**src/rtl/instr_encoder_loader.sv**
```systemverilog
// ---------------------------------------------------------------------------
// instr_encoder_loader
//
// Accepts symbolic LEGv8 instruction requests over a valid/ready handshake.
// Each request is encoded into a 32-bit machine word, and the word is written
// sequentially into instruction memory through a simple write port.
//
// Ports:
//   Clk         rising-edge clock
//   Reset       asynchronous, active-high reset
//   start       pulse that begins a load session (ignored while accepting)
//   req_valid   request present
//   req_ready   block can accept a request
//   req_last    request is the final one of the session
//   req_op      operation select (0..10 legal, 11..15 illegal)
//   req_rd      Rd / Rt field
//   req_rn      Rn field
//   req_rm      Rm field
//   req_imm     immediate source (truncated per format)
//   imem_we     write strobe, one cycle per legal accepted request
//   imem_addr   byte address of the write
//   imem_wdata  encoded instruction word
//   busy        session is accepting requests
//   done        session has finished
//   err         sticky: an illegal op was seen this session
//   overflow    sticky: MEM_DEPTH words written without req_last
//   word_count  words written this session
// ---------------------------------------------------------------------------
module instr_encoder_loader #(
    parameter int                ADDR_W    = 64,
    parameter logic [ADDR_W-1:0] BASE_ADDR = {ADDR_W{1'b0}},
    parameter int                MEM_DEPTH = 64,
    parameter int                CNT_W     = 7
) (
    input  logic              Clk,
    input  logic              Reset,
    input  logic              start,
    input  logic              req_valid,
    output logic              req_ready,
    input  logic              req_last,
    input  logic [3:0]        req_op,
    input  logic [4:0]        req_rd,
    input  logic [4:0]        req_rn,
    input  logic [4:0]        req_rm,
    input  logic [25:0]       req_imm,
    output logic              imem_we,
    output logic [ADDR_W-1:0] imem_addr,
    output logic [31:0]       imem_wdata,
    output logic              busy,
    output logic              done,
    output logic              err,
    output logic              overflow,
    output logic [CNT_W-1:0]  word_count
);

    localparam logic [1:0] ST_IDLE   = 2'd0;
    localparam logic [1:0] ST_ACCEPT = 2'd1;
    localparam logic [1:0] ST_DONE   = 2'd2;

    localparam logic [CNT_W-1:0] DEPTH_C = CNT_W'(MEM_DEPTH);
    localparam logic [CNT_W-1:0] ONE_C   = {{(CNT_W-1){1'b0}}, 1'b1};
    localparam logic [ADDR_W-1:0] STEP_C = {{(ADDR_W-3){1'b0}}, 3'b100};

    // Returns {legal, word}; legal is 0 for unsupported op codes.
    function automatic logic [32:0] encode_word(
        input logic [3:0]  op,
        input logic [4:0]  rd,
        input logic [4:0]  rn,
        input logic [4:0]  rm,
        input logic [25:0] imm
    );
        logic [32:0] res;
        res = {1'b1, 32'h0000_0000};
        case (op)
            4'd0:    res[31:0] = {11'b10001010000, rm, 6'b000000, rn, rd};
            4'd1:    res[31:0] = {11'b10101010000, rm, 6'b000000, rn, rd};
            4'd2:    res[31:0] = {11'b10001011000, rm, 6'b000000, rn, rd};
            4'd3:    res[31:0] = {11'b11001011000, rm, 6'b000000, rn, rd};
            4'd4:    res[31:0] = {10'b1001000100, imm[11:0], rn, rd};
            4'd5:    res[31:0] = {10'b1101000100, imm[11:0], rn, rd};
            4'd6:    res[31:0] = {9'b110100101, imm[17:16], imm[15:0], rd};
            4'd7:    res[31:0] = {6'b000101, imm[25:0]};
            4'd8:    res[31:0] = {8'b10110100, imm[18:0], rd};
            4'd9:    res[31:0] = {11'b11111000010, imm[8:0], 2'b00, rn, rd};
            4'd10:   res[31:0] = {11'b11111000000, imm[8:0], 2'b00, rn, rd};
            default: res       = {1'b0, 32'h0000_0000};
        endcase
        return res;
    endfunction

    logic [1:0]        state_r, state_nxt_s;
    logic [ADDR_W-1:0] addr_r, addr_nxt_s;
    logic [CNT_W-1:0]  cnt_r, cnt_nxt_s;
    logic              err_r, err_nxt_s;
    logic              ovf_r, ovf_nxt_s;
    logic              we_r, we_nxt_s;
    logic [ADDR_W-1:0] waddr_r, waddr_nxt_s;
    logic [31:0]       wdata_r, wdata_nxt_s;
    logic              ready_r, ready_nxt_s;
    logic              busy_r, done_r;
    logic              fire_s;
    logic [32:0]       enc_s;

    assign fire_s = req_valid && ready_r;
    assign enc_s  = encode_word(req_op, req_rd, req_rn, req_rm, req_imm);

    // Next-state, session bookkeeping and write-port staging.
    always_comb begin
        state_nxt_s = state_r;
        addr_nxt_s  = addr_r;
        cnt_nxt_s   = cnt_r;
        err_nxt_s   = err_r;
        ovf_nxt_s   = ovf_r;
        we_nxt_s    = 1'b0;
        waddr_nxt_s = waddr_r;
        wdata_nxt_s = wdata_r;
        case (state_r)
            ST_IDLE, ST_DONE: begin
                if (start) begin
                    state_nxt_s = ST_ACCEPT;
                    addr_nxt_s  = BASE_ADDR;
                    cnt_nxt_s   = {CNT_W{1'b0}};
                    err_nxt_s   = 1'b0;
                    ovf_nxt_s   = 1'b0;
                end else begin
                    state_nxt_s = state_r;
                end
            end
            ST_ACCEPT: begin
                if (fire_s) begin
                    if (enc_s[32]) begin
                        we_nxt_s    = 1'b1;
                        waddr_nxt_s = addr_r;
                        wdata_nxt_s = enc_s[31:0];
                        addr_nxt_s  = addr_r + STEP_C;
                        cnt_nxt_s   = cnt_r + ONE_C;
                    end else begin
                        err_nxt_s   = 1'b1;
                    end
                    // req_last wins over overflow when it lands on the final slot.
                    if (req_last) begin
                        state_nxt_s = ST_DONE;
                    end else if (enc_s[32] && (cnt_nxt_s == DEPTH_C)) begin
                        ovf_nxt_s   = 1'b1;
                        state_nxt_s = ST_DONE;
                    end else begin
                        state_nxt_s = ST_ACCEPT;
                    end
                end else begin
                    state_nxt_s = ST_ACCEPT;
                end
            end
            default: begin
                state_nxt_s = ST_IDLE;
            end
        endcase
        ready_nxt_s = (state_nxt_s == ST_ACCEPT) && (cnt_nxt_s < DEPTH_C);
    end

    // State and output registers; reset drops any pending write.
    always_ff @(posedge Clk or posedge Reset) begin
        if (Reset) begin
            state_r <= ST_IDLE;
            addr_r  <= BASE_ADDR;
            cnt_r   <= {CNT_W{1'b0}};
            err_r   <= 1'b0;
            ovf_r   <= 1'b0;
            we_r    <= 1'b0;
            waddr_r <= {ADDR_W{1'b0}};
            wdata_r <= 32'h0000_0000;
            ready_r <= 1'b0;
            busy_r  <= 1'b0;
            done_r  <= 1'b0;
        end else begin
            state_r <= state_nxt_s;
            addr_r  <= addr_nxt_s;
            cnt_r   <= cnt_nxt_s;
            err_r   <= err_nxt_s;
            ovf_r   <= ovf_nxt_s;
            we_r    <= we_nxt_s;
            waddr_r <= waddr_nxt_s;
            wdata_r <= wdata_nxt_s;
            ready_r <= ready_nxt_s;
            busy_r  <= (state_nxt_s == ST_ACCEPT);
            done_r  <= (state_nxt_s == ST_DONE);
        end
    end

    assign req_ready  = ready_r;
    assign imem_we    = we_r;
    assign imem_addr  = waddr_r;
    assign imem_wdata = wdata_r;
    assign busy       = busy_r;
    assign done       = done_r;
    assign err        = err_r;
    assign overflow   = ovf_r;
    assign word_count = cnt_r;

endmodule

```
**config.mk**
```make
export PLATFORM = sky130hd
export DESIGN_NAME = instr_encoder_loader
export DESIGN_NICKNAME = d
export VERILOG_FILES = /design/src/rtl/instr_encoder_loader.sv
export SDC_FILE = /design/constraint.sdc
export NUM_CORES = 1
export LEC_CHECK = 0
export BUFFER_PORTS_ARGS = -buffer_cell sky130_fd_sc_hd__buf_2
export CORE_ASPECT_RATIO = 2
export CORE_MARGIN = 5
export CORE_UTILIZATION = 51
export CTS_BUF_LIST = sky130_fd_sc_hd__clkbuf_4
export CTS_CLUSTER_SIZE = 28
export DETAILED_ROUTE_END_ITERATION = 10
export PLACE_DENSITY = 0.74
export SYNTH_ARGS = -nofsm -noshare
export SYNTH_HDL_FRONTEND = slang
export SYNTH_SLANG_ARGS = --single-unit
```
**constraint.sdc**
```tcl
create_clock -name Clk -period 9.48 [get_ports Clk]
set_clock_uncertainty 0.2 [all_clocks]
set_input_delay 0.474 -clock Clk [delete_from_list [all_inputs] [get_ports Clk]]
set_output_delay 0.474 -clock Clk [all_outputs]
set_load 0.05 [all_outputs]
```
---- Word level (Yosys, flattened, before mapping) ----
Cells that the tools add are included.
cells by class
  add/sub/neg operators ................... 2
  $lt $le $gt $ge ......................... 1
  equal/unequal tests ..................... 21
  multiplexer cells ....................... 28
  reductions and logical operators ........ 12
operator list
  operator               count
  $pmux 32 s11           1
  $mux 64                3
  $pmux 64 s2            1
  $add 64x3->64 const B  1
  $mux 7                 5
  $eq 4x3->1 const B     4
  $pmux 7 s2             1
  $eq 4x4->1 const B     3
  $ne 2x2->1 const B     6
  $reduce_or 11->1       1
  $mux 1                 10
  $eq 4x2->1 const B     2
  $mux 2                 4
  $reduce_and 4->1       2
  $add 7x1->7 const B    1
  $eq 7x7->1 const B     1
  $lt 7x7->1 const B     1
  $reduce_and 5->1       1
  $eq 2x1->1 const B     2
  $eq 2x2->1 const B     2
  $eq 4x1->1 const B     1
  $logic_not 4->1        1
  $pmux 1 s2             2
  $pmux 2 s2             1
  other kinds (5)        7
word-level totals
  bits in registers ....................... 175
  input bits .............................. 50
  word-level logic and storage cells ...... 75

---- Logic depth before layout (Yosys ltp) ----
  word-level depth ........................ 14
  depth in mapped cells ................... 10
  mapped depth without buffers ............ 7

---- Worst setup path after synthesis ----
Ideal clock, no wire load.
  kind .................................... register to register
  from .................................... reg cnt_r[0], in the netlist word_count[0]
  to ...................................... reg ready_r, in the netlist req_ready
  library setup time ...................... 0.125 ns
  arrival time ............................ 2.145 ns
  setup slack ............................. 7.010 ns
  cell stages (with the launch flop) ...... 8
  buffers on the path ..................... 1
  clock period less this slack ............ 2.470 ns
  path through ............................ dfrtp_1 ha_1 clkbuf_1 and3b_1 o2111ai_1 a2111oi_2 o21ai_0 nor2b_1
between the ends
  word-level cells in the longest chain between the ends .. 12
  elaborated cells between the ends (all ways) .. 16
ends and longest elaborated chain
  item                      RTL line  source
  start: declaration        93        logic [CNT_W-1:0] cnt_r, cnt_nxt_s;
  start signal: assignment  165       cnt_r <= {CNT_W{1'b0}};
  start signal: assignment  177       cnt_r <= cnt_nxt_s;
  $add 7x1->7               136       cnt_nxt_s = cnt_r + ONE_C;
  $mux 7 *                  131       if (enc_s[32]) begin
  $mux 7 *                  130       if (fire_s) begin
  $mux 7 *                  117       case (state_r)
  $eq 7x7->1 *              143       end else if (enc_s[32] && (cnt_nxt_s == DEPTH_C)) begin
  $logic_and 1x1->1 *       143
  $mux 2 *                  143
  $mux 2 *                  141       if (req_last) begin
  $mux 2 *                  130
  $pmux 2 s2 *              117
  named net state_nxt_s[0]  91        logic [1:0] state_r, state_nxt_s;
  $eq 2x1->1 *              157       ready_nxt_s = (state_nxt_s == ST_ACCEPT) && (cnt_nxt_s < DEPTH_C);
  $logic_and 1x1->1 *       157
  named net ready_nxt_s     99        logic ready_r, ready_nxt_s;
  end signal: assignment    183       ready_r <= ready_nxt_s;
  end: declaration          99
Mark *: on every way through the listed nets, which the timed path passes. The rest lies on a longest branch. The select of a mux whose other input is x is not followed.
A chain may end at the register's enable or synchronous reset.

---- Worst setup path in the final report ----
  from .................................... reg state_r[0]
  to ...................................... reg addr_r[50]
between the ends
  word-level cells in the longest chain between the ends .. 4
  elaborated cells between the ends (all ways) .. 10
ends and longest elaborated chain
  item                                                                     RTL line  source
  start: declaration                                                       91
  start signal: assignment                                                 175       state_r <= state_nxt_s;
  $eq 2x2->1 / $logic_not 2->1 (equally long branches)                     117
  $reduce_or 2->1                                                          117
  $ne 2x2->1 (no source line) / $reduce_bool 2->1 (equally long branches)  -
  $reduce_and 4->1 (no source line)                                        -
  end signal: assignment                                                   176       addr_r <= addr_nxt_s;
  end: declaration                                                         92        logic [ADDR_W-1:0] addr_r, addr_nxt_s;
Several ways; a longest one is shown, not always the timed one.

==> results.sh <==
export IMPL_grt_max_degree=110
export IMPL_die_w_um=101
export IMPL_placeableCoreArea_um2=16200
export IMPL_slowest_stage="or2_1"
export IMPL_hold_viol_final=0
export IMPL_hpwlAfterDp_mm=16.1
export IMPL_gp_congestion=0.965
export IMPL_crit_path_max_incr_delay_ps=700
export IMPL_cts_root_buf="clkbuf_4"
export IMPL_synth_cells=933
export IMPL_worst_setup_path_end_kind="register"
export IMPL_leakagePower_uw=0.00470
export IMPL_required_ps=9760
export IMPL_cp_top_family="simple AND/OR/NAND/NOR gates"
export IMPL_clkTransAtPathRegs_ps=150
export IMPL_crit_buf_inv=0
export IMPL_multi_input_area_um2=3750
export IMPL_routed_wl_mm=23.0
export IMPL_fin_tns_setup_ps=0
export IMPL_avgSynthCellArea_um2=8.98
export IMPL_synth_cell_types=58
export IMPL_synth_async_reset_ratio_pct=100
export IMPL_clock_latency_ps=600
export IMPL_cts_sinks=171
export IMPL_crit_end="addr_r[50]"
export IMPL_tightest_slew_ps=1190
export IMPL_wire_per_inst_um=17.9
export IMPL_crit_path_start="state_r[0]"
export IMPL_clk_path_buf_depth=2
export IMPL_pwr_density_cell_nw_per_um2=215
export IMPL_synth_area_um2=8380
export IMPL_cts_buffers=17
export IMPL_drc=0
export IMPL_critPathKind="reg2reg"
export IMPL_setup_viol=0
export IMPL_fin_crit_ps=3340
export IMPL_r2r_end="addr_r[50]"
export IMPL_r2r_start="state_r[0]"
export IMPL_cts_max_level=4
export IMPL_peakVddDrop_mv=0.0858
export IMPL_antenna_found_initial=1
export IMPL_fin_nets=1125
export IMPL_cts_tree="done"
export IMPL_portBuffers=156
export IMPL_drv_slew=0
export IMPL_initial_core_util_pct=51.8
export IMPL_hp_class="in2reg"
export IMPL_critical_path_cell_chain="and4b_1, o221ai_2, or2_1, or4_1, a21oi_1"
export IMPL_fillers=1494
export IMPL_status="complete, no violations"
export IMPL_die_h_um=191
export IMPL_rsz0062_at_grt="false"
export IMPL_cts_repair_resized=0
export IMPL_drive_gt1_share_pct=18.7
export IMPL_ant_nets=0
export IMPL_synth_edf_count=0
export IMPL_final_cell_mix="nand2_1 (238), dfrtp_1 (171), buf_2 (156), nor2_1 (60), o21ai_0 (49)"
export IMPL_yosys_warnings=0
export IMPL_num_io_pins=159
export IMPL_max_cap_violations=0
export IMPL_post_route_period_util_pct=35.2
export IMPL_rows=66
export IMPL_relSlewSlack_pct=20.1
export IMPL_vias=7560
export IMPL_grt_usage_pct=24.8
export IMPL_grt_pass1_vias=7640
export IMPL_area_delta_synth_final_pct=16.6
export IMPL_final_util_pct=60.4
export IMPL_first_iter_violations=484
export IMPL_final_common_cell="nand2_1"
export IMPL_grt_pass1_wl_mm=37.8
export IMPL_fmax_mhz=300
export IMPL_die_area_um2=19200
export IMPL_ys_ff_latch=171
export IMPL_r2r_cells=5
export IMPL_drt_pass1_iter_count=7
export IMPL_cp_depth=5
export IMPL_ys_seq_area_share_pct=51.1
export IMPL_cp_max_fo=30
export IMPL_synth_flop_cell="dfrtp_1"
export IMPL_regArea_um2=4280
export IMPL_overflow=0
export IMPL_worstPathArrival_ps=3620
export IMPL_viasPerCell=5.86
export IMPL_reg2reg_slack_ps=6140
export IMPL_worst_setup_path_start_kind="register"
## cell usage after synthesis (14+ instances only)
library cell  count  area (um2)
a21oi_1          42         210
a31oi_1          17         106
clkbuf_1         48         180
dfrtp_1         171        4280
inv_1            19        71.3
nand2_1         239         897
nand2b_1         14        87.6
nand3_1          18        90.1
nand4_1          19         119
nor2_1           60         225
nor4_1           16         100
o21ai_0          49         245
o31ai_1          25         188
or4_1            19         143
xnor2_1          16         140
## cell families (layout without fill, tap and decap cells)
logic type,after synthesis,count (layout),share of synthesized area (%)
AOI/OAI and AO/OA,208,208,17.0
xor gates and xnor gates,18,18,1.88
adders and majority gates,2,2,0.299
buffers and inverters,87,238,4.43
DFF,171,171,51.1
muxes,13,13,1.55
other,1,3,0.0448
and+or+nand+nor,433,433,23.7
## sequential cells by signal (all words and copies together) (netlist names)
signal      count
addr_r         62
imem_addr      62
imem_wdata     32
word_count      7
state_r         2
busy            1
done            1
err             1
imem_we         1
overflow        1
req_ready       1
## per-layer routing
layer | vias up | GRT usage (%) | wire length [um]
met1 | 3668 | 27.1 | 8160
met2 | 254 | 45.3 | 12700
met5 | - | 0 | 0
met4 | 0 | 11.8 | 830
li1 | 3589 | - | -
met3 | 49 | 4.16 | 1330
## repair_timing
action	4_1_cts	5_1_grt
setup endpoints to repair	0	0
endpoints found under the hold margin	120	0
buffers inserted	0	0
hold buffers	23	0
## cell type report
cell class	count	share of cell area (%)
flip-flops and latches	171	43.8
clock buffers	17	1.31
well taps	204	2.61
clock inverters	14	2.06
multi-input cells	676	38.4
repair buffers	187	11.0
inverters	20	0.820
diodes	1	0.0256
## report_power, final
part	switching, uW	internal, uW
sequential	67.5	822
clock	274	213
combinational	561	164
## worst reg2reg max path, cell delays in order (launching register included)
cell and delay [ps]:
dfrtp_1 560, and4b_1 560, o221ai_2 380, or2_1 700, or4_1 640, a21oi_1 210
## worst min path at each step
stage	start	end	slack [ps]	cells past startpoint
4_1_cts	req_imm[21]	imem_wdata[21]	5	3
6_report	req_imm[21]	imem_wdata[21]	40	3
5_1_grt	req_imm[13]	imem_wdata[13]	30	3
2_1_floorplan	addr_r[63]	imem_addr[63]	250	2
3_5_place_dp	imem_addr[26]	imem_addr[26]	260	2
3_3_place_gp	imem_wdata[27]	imem_wdata[27]	250	2
## stage by stage
| step | area [um2] | power (uW) | setup slack [ps] | hold slack, ps | instances |
|---|---|---|---|---|---|
| detailed placement | 9210 | 1620 | 6010 | 258 | 1235 |
| global placement | 9210 | 1610 | 6050 | 250 | 1235 |
| finish | 9770 | 2100 | 6140 | 41.2 | 1290 |
| floorplan | 8380 | 1440 | 4170 | 252 | 934 |
| global route | 9770 | 2210 | 5950 | 25.5 | 1290 |
| CTS | 9770 | 2120 | 6180 | 5.39 | 1289 |
Note: power is estimated with default switching activity, not from simulation.
